File: src/rtl/risc_toy_pkg.sv
// Shared types and constants for the toy RISC memory arbiter.
// Holds the arbiter state encoding, default bus widths and the timeout read fill.
package risc_toy_pkg;

    localparam int DEF_AW = 30;
    localparam int DEF_DW = 32;

    // Every bit of the read data returned on a timed-out read takes this value.
    localparam logic TMO_RDATA_BIT = 1'b1;

    typedef enum logic [1:0] {
        IDLE    = 2'd0,
        GRANT_I = 2'd1,
        GRANT_D = 2'd2
    } arb_state_t;

endpackage

File: src/rtl/risc_toy_tmo_cnt.sv
// Memory-ack watchdog: counts stalled grant cycles and flags the TMO-th one.
// expired_o is combinational so the FSM can leave on the very cycle the limit is hit.
module risc_toy_tmo_cnt #(
    parameter int TMO = 64
) (
    input  logic clk_i,
    input  logic rst_i,
    input  logic clr_i,
    input  logic en_i,
    output logic expired_o
);

    localparam int CW = $clog2(TMO + 1);

    logic [CW-1:0] cnt_q;
    logic [CW-1:0] cnt_d;

    always_comb begin
        cnt_d = cnt_q;
        if (clr_i) begin
            cnt_d = '0;
        end else if (en_i && (cnt_q != CW'(TMO))) begin
            cnt_d = cnt_q + 1'b1;
        end
    end

    // Asserted during the TMO-th stalled cycle; an M_ACK in that cycle masks it.
    assign expired_o = en_i && !clr_i && (cnt_q == CW'(TMO - 1));

    always_ff @(posedge clk_i) begin
        if (rst_i) begin
            cnt_q <= '0;
        end else begin
            cnt_q <= cnt_d;
        end
    end

endmodule

File: src/rtl/risc_toy_mem_arb.sv
// Two-master (fetch/data) arbiter onto one memory port, D-priority with a bounded D run.
// Every output is registered; the completion cycle arbitrates nobody, so a held REQ is not re-granted.
module risc_toy_mem_arb
    import risc_toy_pkg::*;
#(
    parameter int AW        = DEF_AW,
    parameter int DW        = DEF_DW,
    parameter int MAX_D_RUN = 4,
    parameter int TMO       = 64
) (
    input  logic          CLK,
    input  logic          RST,
    input  logic          I_REQ,
    input  logic [AW-1:0] I_ADDR,
    output logic [DW-1:0] I_RDATA,
    output logic          I_ACK,
    input  logic          D_REQ,
    input  logic          D_RW,
    input  logic [AW-1:0] D_ADDR,
    input  logic [DW-1:0] D_WDATA,
    output logic [DW-1:0] D_RDATA,
    output logic          D_ACK,
    output logic          M_REQ,
    output logic          M_RW,
    output logic [AW-1:0] M_ADDR,
    output logic [DW-1:0] M_WDATA,
    input  logic [DW-1:0] M_RDATA,
    input  logic          M_ACK,
    output logic          BUSY,
    output logic          TMO_ERR
);

    localparam int RW = $clog2(MAX_D_RUN + 1);

    arb_state_t    state_q;
    logic [RW-1:0] d_run_q;
    logic [RW-1:0] d_run_d;
    logic          arb_ok;
    logic          grant_d;
    logic          grant_i;
    logic          in_grant;
    logic          tmo_expired;
    logic [DW-1:0] done_rdata;

    // Whoever is being acked still holds REQ this cycle; skipping arbitration
    // here also keeps a waiting I from breaking into a back-to-back D run.
    assign arb_ok   = !I_ACK && !D_ACK;
    assign grant_d  = (state_q == IDLE) && arb_ok && D_REQ &&
                      ((d_run_q < RW'(MAX_D_RUN)) || !I_REQ);
    assign grant_i  = (state_q == IDLE) && arb_ok && !grant_d && I_REQ;
    assign in_grant = (state_q != IDLE);
    assign BUSY     = in_grant;

    assign done_rdata = M_ACK ? M_RDATA : {DW{TMO_RDATA_BIT}};

    always_comb begin
        d_run_d = d_run_q;
        if (grant_i) begin
            d_run_d = '0;
        end else if (grant_d) begin
            if (!I_REQ) begin
                d_run_d = '0;
            end else if (d_run_q < RW'(MAX_D_RUN)) begin
                d_run_d = d_run_q + 1'b1;
            end
        end
    end

    risc_toy_tmo_cnt #(
        .TMO (TMO)
    ) u_tmo_cnt (
        .clk_i     (CLK),
        .rst_i     (RST),
        .clr_i     (grant_d || grant_i),
        .en_i      (in_grant && !M_ACK),
        .expired_o (tmo_expired)
    );

    always_ff @(posedge CLK) begin
        if (RST) begin
            state_q <= IDLE;
            d_run_q <= '0;
            M_REQ   <= 1'b0;
            M_RW    <= 1'b0;
            M_ADDR  <= '0;
            M_WDATA <= '0;
            I_RDATA <= '0;
            D_RDATA <= '0;
            I_ACK   <= 1'b0;
            D_ACK   <= 1'b0;
            TMO_ERR <= 1'b0;
        end else begin
            I_ACK   <= 1'b0;
            D_ACK   <= 1'b0;
            d_run_q <= d_run_d;
            unique case (state_q)
                IDLE: begin
                    if (grant_d) begin
                        state_q <= GRANT_D;
                        M_REQ   <= 1'b1;
                        M_RW    <= D_RW;
                        M_ADDR  <= D_ADDR;
                        M_WDATA <= D_WDATA;
                    end else if (grant_i) begin
                        state_q <= GRANT_I;
                        M_REQ   <= 1'b1;
                        M_RW    <= 1'b0;
                        M_ADDR  <= I_ADDR;
                        M_WDATA <= '0;
                    end
                end
                GRANT_I, GRANT_D: begin
                    if (M_ACK || tmo_expired) begin
                        state_q <= IDLE;
                        M_REQ   <= 1'b0;
                        if (!M_ACK) begin
                            TMO_ERR <= 1'b1;
                        end
                        if (state_q == GRANT_I) begin
                            I_ACK   <= 1'b1;
                            I_RDATA <= done_rdata;
                        end else begin
                            D_ACK <= 1'b1;
                            if (!M_RW) begin
                                D_RDATA <= done_rdata;
                            end
                        end
                    end
                end
                default: state_q <= IDLE;
            endcase
        end
    end

endmodule

File: config.mk
export PLATFORM = sky130hd
export DESIGN_NAME = risc_toy_mem_arb
export DESIGN_NICKNAME = d
export VERILOG_FILES = /design/src/rtl/risc_toy_pkg.sv /design/src/rtl/risc_toy_tmo_cnt.sv /design/src/rtl/risc_toy_mem_arb.sv
export SDC_FILE = /design/constraint.sdc
export NUM_CORES = 1
export LEC_CHECK = 0
export ABC_CLOCK_PERIOD_IN_PS = 3200
export BUFFER_PORTS_ARGS = -buffer_cell sky130_fd_sc_hd__buf_2
export CAP_MARGIN = 5
export CORE_ASPECT_RATIO = 0.7
export CORE_UTILIZATION = 46
export DETAILED_ROUTE_END_ITERATION = 6
export HOLD_SLACK_MARGIN = 0.03
export MAX_ROUTING_LAYER = met4
export PLACE_DENSITY = 0.86
export SYNTH_ARGS = -nofsm -noshare
export SYNTH_HDL_FRONTEND = slang
export SYNTH_HIERARCHICAL = 1
export SYNTH_SLANG_ARGS = --single-unit
File: constraint.sdc
create_clock -name CLK -period 3.2 [get_ports CLK]
set_clock_uncertainty 0.1 [all_clocks]
set_input_delay 0.64 -clock CLK [delete_from_list [all_inputs] [get_ports CLK]]
set_output_delay 0.64 -clock CLK [all_outputs]
set_load 0.02 [all_outputs]
Word level (Yosys, flattened, before mapping)
Index checks and enable logic that the tools add are counted.
Widths: inputs -> output; s select.
{"block": "word_totals", "regBits": 143, "input_bits": 130, "output_inout_bits": 132, "wordCells": 80}
{"block": "classes", "addsub": 2, "order_cmp": 1, "eq_ne": 7, "muxes": 19, "bitwise": 5, "n_reduce_logical": 34}
{"cell": "$mux 32", "n": 3}
{"cell": "$mux 30", "n": 2}
{"cell": "$logic_and 1x1->1", "n": 10}
{"cell": "$reduce_and 3->1", "n": 3}
{"cell": "$add 7x1->7 const B", "n": 1}
{"cell": "$eq 7x6->1 const B", "n": 1}
{"cell": "$mux 1", "n": 7}
{"cell": "$ne 7x7->1 const B", "n": 1}
{"cell": "$logic_not 1->1", "n": 6}
{"cell": "$mux 2", "n": 3}
{"cell": "$mux 3", "n": 2}
{"cell": "$reduce_and 2->1", "n": 3}
{"cell": "$reduce_bool 2->1", "n": 3}
{"cell": "$reduce_or 2->1", "n": 3}
{"cell": "$not 1->1", "n": 5}
{"cell": "$pmux 2 s2", "n": 1}
{"cell": "$reduce_and 4->1", "n": 1}
{"cell": "$add 3x1->3 const B", "n": 1}
{"cell": "$logic_or 1x1->1", "n": 3}
{"cell": "$lt 3x3->1 const B", "n": 1}
{"cell": "$ne 3x3->1 const B", "n": 1}
{"cell": "$reduce_or 3->1", "n": 1}
{"cell": "$eq 2x1->1 const B", "n": 1}
{"cell": "$eq 2x2->1 const B", "n": 1}
{"cell": "other kinds (4)", "n": 4}

Depth between registers and ports, before layout
{"block": "logic_depth", "depth_word": 15, "ltp_mapped": 13, "mapped_depth_nobuf": 10}

Hierarchy
The synthesis kept the hierarchy.
{"module": "risc_toy_mem_arb", "instances": 1, "cells_each": 545, "area_each_um2": 5043.6, "seq_area_each_um2": 2722.6}
{"module": "risc_toy_tmo_cnt", "instances": 1, "cells_each": 41, "area_each_um2": 360.3, "seq_area_each_um2": 140.1}

Worst setup path before layout
Ideal clock, no wire load.
{"block": "synth_path", "path_kind": "reg-to-reg", "start": "register state_q[0]", "end": "register I_RDATA[10]", "setup_time_ns": 0.086, "arrival_ns": 2.715, "required_time_ns": 3.014, "path_slack_ns": 0.300, "stages_incl_launch_ff": 13, "path_buffers": 2, "synth_period_minus_slack_ns": 2.900, "path_cell_list": "dfxtp_1 -> inv_1 -> ha_1 -> or3b_1 -> or2_4 -> inv_2 -> buf_2 -> nor4_1 -> o21ai_0 -> nor2_1 -> clkbuf_1 -> nor2_1 -> a211oi_1"}
{"block": "synth_between", "elab_chain_cells": 13, "word_cells_on_any_way": 18, "classes_between": "eq/ne (2); reduce/logical (16)"}
{"item": "start, declared", "line_no": "risc_toy_mem_arb.sv:35", "text": "arb_state_t state_q;"}
{"item": "start signal, assigned", "line_no": "risc_toy_mem_arb.sv:81", "text": "state_q <= IDLE;"}
{"item": "start signal, assigned", "line_no": "risc_toy_mem_arb.sv:99", "text": "state_q <= GRANT_D;"}
{"item": "start signal, assigned", "line_no": "risc_toy_mem_arb.sv:105", "text": "state_q <= GRANT_I;"}
{"item": "$logic_not 2->1", "line_no": "risc_toy_mem_arb.sv:48, risc_toy_mem_arb.sv:50"}
{"item": "$logic_and 1x1->1", "line_no": "risc_toy_mem_arb.sv:48, risc_toy_mem_arb.sv:50"}
{"item": "$logic_and 1x1->1 (2 in a row)", "line_no": "risc_toy_mem_arb.sv:48", "text": "assign grant_d = (state_q == IDLE) && arb_ok && D_REQ &&"}
{"item": "$logic_not 1->1", "line_no": "risc_toy_mem_arb.sv:50", "text": "assign grant_i = (state_q == IDLE) && arb_ok && !grant_d && I_REQ;"}
{"item": "$logic_and 1x1->1 (2 in a row)", "line_no": "risc_toy_mem_arb.sv:50"}
{"item": "$logic_or 1x1->1", "line_no": "risc_toy_mem_arb.sv:74", "text": ".clr_i (grant_d || grant_i),"}
{"item": "$logic_not 1->1", "line_no": "risc_toy_tmo_cnt.sv:28", "text": "assign expired_o = en_i && !clr_i && (cnt_q == CW'(TMO - 1));"}
{"item": "$logic_and 1x1->1 * (2 in a row)", "line_no": "risc_toy_tmo_cnt.sv:28"}
{"item": "net tmo_expired", "line_no": "risc_toy_mem_arb.sv:42", "text": "logic tmo_expired;"}
{"item": "$logic_or 1x1->1 *", "line_no": "risc_toy_mem_arb.sv:113", "text": "if (M_ACK || tmo_expired) begin"}
{"item": "$reduce_and 3->1 (no source line) *"}
{"item": "end signal, assigned", "line_no": "risc_toy_mem_arb.sv:121", "text": "I_RDATA <= done_rdata;"}
{"item": "end, declared", "line_no": "risc_toy_mem_arb.sv:15", "text": "output logic [DW-1:0] I_RDATA,"}
Mark *: on every way through the listed nets, which the timed path passes. The rest lies on a longest branch.
A chain may end at the register's enable or synchronous reset.

Final worst setup path
{"block": "layout_path", "start": "register state_q[0]", "end": "register I_RDATA[6]"}
Same word-level chain as after synthesis.

==> metrics.txt <==
critical path class=reg2reg; clock period minus worst slack=approximately 2.8 ns; placer congestion estimate=~0.75; setup repair after global routing missed its margin=false; count of yosys warnings during synthesis=6; Gates resized, CTS repair=0; count of TritonRoute iterations in the first routing pass=4; Setup TNS=0 ns; Longest Clk Path Bufs=2; routed via count=between 5000 and 6000; transition time at the pin with the least slew margin=0.657 ns; cell with the largest stage delay on the worst path=sky130_fd_sc_hd__nor4_2; clock tree from TritonCTS=done; initial antenna violation count=0; average routed wire per standard cell=13.7 µm; cts hold-fix bufs=0; worst min path class=in2reg; clock tree sinks=between 100 and 150; sequential fraction of the synthesis area=between 50% and 60%; Antenna Violating Nets Remaining=0; outcome=finished, final reports clean; Post-synth EDFFs=0; starting density of the core=48.2%; area of the mapped netlist=5400 µm²; final routed wirelength across all metal layers=13600 µm; number of synthesized register bits=roughly 140; depth of the CTS H-tree=4; final hold violation count=0; Synth area leaders=sky130_fd_sc_hd__dfxtp_1, sky130_fd_sc_hd__a211oi_1, sky130_fd_sc_hd__nor2_1; Max Clk Rate=364 MHz; Rel. slew slack=a little under three fifths; max-slew violations=0; count of distinct cell types in the synthesized netlist=34; highest-count cells in the layout ignoring fill and taps=sky130_fd_sc_hd__buf_2, sky130_fd_sc_hd__nor2_1, sky130_fd_sc_hd__dfxtp_1, sky130_fd_sc_hd__a211oi_1, sky130_fd_sc_hd__a22oi_1; number of antenna repair diodes=0; clock-pin slew reported for the worst setup and hold paths after clock tree synthesis=around 0.06 ns; die outline width=around 130 µm; R2R Setup Slk=~0.45 ns; fraction of final layout cells with drive strength greater than 1=a little under two fifths; final setup vio count=0; area added between synthesis and finish=37.6%; stage delay of the slowest cell on the critical path=0.38 ns; worst-path maximum fanout=64; via count of the first global-routing pass=approximately 4600; element type at the critical path start=register; WP data arrival=roughly 3 ns; latest clock arrival within the worst-skew pair=roughly 0.40 ns; share of flip-flops with an asynchronous set or reset=0%; post-synthesis average cell area=slightly above 9 µm²; drt via density=just over 5; synthesized net count=~720; most common cell after layout, fill and taps aside=sky130_fd_sc_hd__buf_2; leakage power=3.46 nW; worst hold slack after final layout=roughly 0.37 ns; overall global routing resource usage=22.8%; IR Drop Worst-Case VDD=slightly above 0.4 mV; final clock period utilization by the worst path=~86%; TritonCTS buffer count=17; maxcap violations=0; Std-Cell Core Area=11200 µm²; io pins=262; dominant register cell in the synthesized netlist=sky130_fd_sc_hd__dfxtp_1; post-detailed-route DRC marker count=0; endpoint class of the critical path=register; initial detailed-routing violation count=239; maximum number of pins on one net before global-route repair=65; Die Footprint=between 10000 and 15000 µm²; post-synthesis instance total=586; setup repair bufs after CTS=0; share of Yosys cell area claimed by the top area cell type=53.0%; Pwr Density=about 650 nW/µm²; detailed placement HPWL=9640 µm; number of standard-cell rows in the floorplan=32; Worst EP required=~3.4 ns; cell breakdown of the critical path=inv_1 > ha_1 > or3b_1 > or2_4 > inv_2 > nor4_2 > o21ai_0 > nor2_4 > buf_12 > nor2_1 > a211oi_1; root buffer selected by CTS=sky130_fd_sc_hd__clkbuf_16; wire length of the first global-routing pass=between 20000 and 25000 µm; total congestion overflow after global routing=0; Die Ht=between 90 and 100 µm; Port Buffer Count=approximately 260; cell taking the most area after synthesis=sky130_fd_sc_hd__dfxtp_1; final-stage net count=~960
[worst paths after layout]
path	startpoint	end	cells past startpoint
worst max-delay path	state_q[0]	I_RDATA[6]	11
worst min-delay path	D_WDATA[7]	M_WDATA[7]	3
worst max register to register	state_q[0]	I_RDATA[6]	11
worst min register to register	M_REQ	M_REQ	2
[worst max-delay path, delay by kind of cell, from the launching register on]
kind | cells | cell delay (ns)
and+or+nand+nor | 5 | 1.02
AOI/OAI and AO/OA | 2 | 0.53
adders and majority gates | 1 | 0.25
buffers and inverters | 3 | 0.38
DFF | 1 | 0.35
[synthesized netlist by cell type, drive strengths merged, types with 4 or more instances]
library cell / count
nor2: 171
dfxtp: 143
a211oi: 94
clkbuf: 36
a22oi: 34
mux2i: 33
buf: 12
inv: 8
nand2: 8
a21oi: 7
ha: 6
o21ai: 6
nor3: 4
or3: 4
[sequential cells by signal, summed over array words and instances (netlist names)]
| register | flops |
|---|---|
| M_WDATA | 32 |
| TMO_ERR | 1 |
| M_REQ | 1 |
| D_ACK | 1 |
| I_ACK | 1 |
| d_run_q | 3 |
| I_RDATA | 32 |
| D_RDATA | 32 |
| u_tmo_cnt/cnt_q | 7 |
| M_ADDR | 30 |
| M_RW | 1 |
| state_q | 2 |
[per-layer routing]
metal	global-route usage, %	vias up	wire [µm]
li1	-	2570	-
met1	26.5	2293	6150
met2	37.5	190	6460
met3	7.33	22	775
met4	7.27	0	204
met5	-	-	0
[stage by stage]
stage	std cells	worst slack (ns)	area [µm²]	util [%]	total power (W)
4_1_cts	993	0.278	7430	66.3	0.00488
2_1_floorplan	586	0.300	5400	-	0.00261
3_3_place_gp	961	0.439	6830	60.9	0.00289
6_report	993	0.449	7440	66.3	0.00484
5_1_grt	993	0.150	7440	66.3	0.00507
3_5_place_dp	961	0.242	6830	60.9	0.00291
[power by group]
part	switching [W]	internal (W)	total, W	leakage (nW)
combinational	0.000550	0.000323	0.000873	2.00
clock	0.000776	0.00119	0.00197	0.288
sequential	0.0000719	0.00193	0.00200	1.17
total	0.00140	0.00344	0.00484	3.46
[area by class of cell]
cell class,instances,area [µm²]
clock buffers,19,443
clock inverters,13,155
fillers,903,3770
inverters,8,30.0
multi-input cells,387,2340
flip-flops and latches,143,2860
well taps,153,191
repair buffers,270,1410
[logic make-up (layout without fill, tap and decap cells)]
| group | count (synthesis) | after routing | synth area share, % |
|---|---|---|---|
| adder cells (fa/ha/maj) | 6 | 6 | 1.39 |
| multiplexers | 33 | 33 | 6.11 |
| AND/OR/NAND/NOR | 200 | 200 | 15.2 |
| AO/OA/AOI/OAI | 146 | 146 | 19.7 |
| buffers and inverters | 56 | 310 | 4.26 |
| flip-flops | 143 | 143 | 53.0 |
| XOR/XNOR | 2 | 2 | 0.324 |
Note: power is estimated with default switching activity, not from simulation.
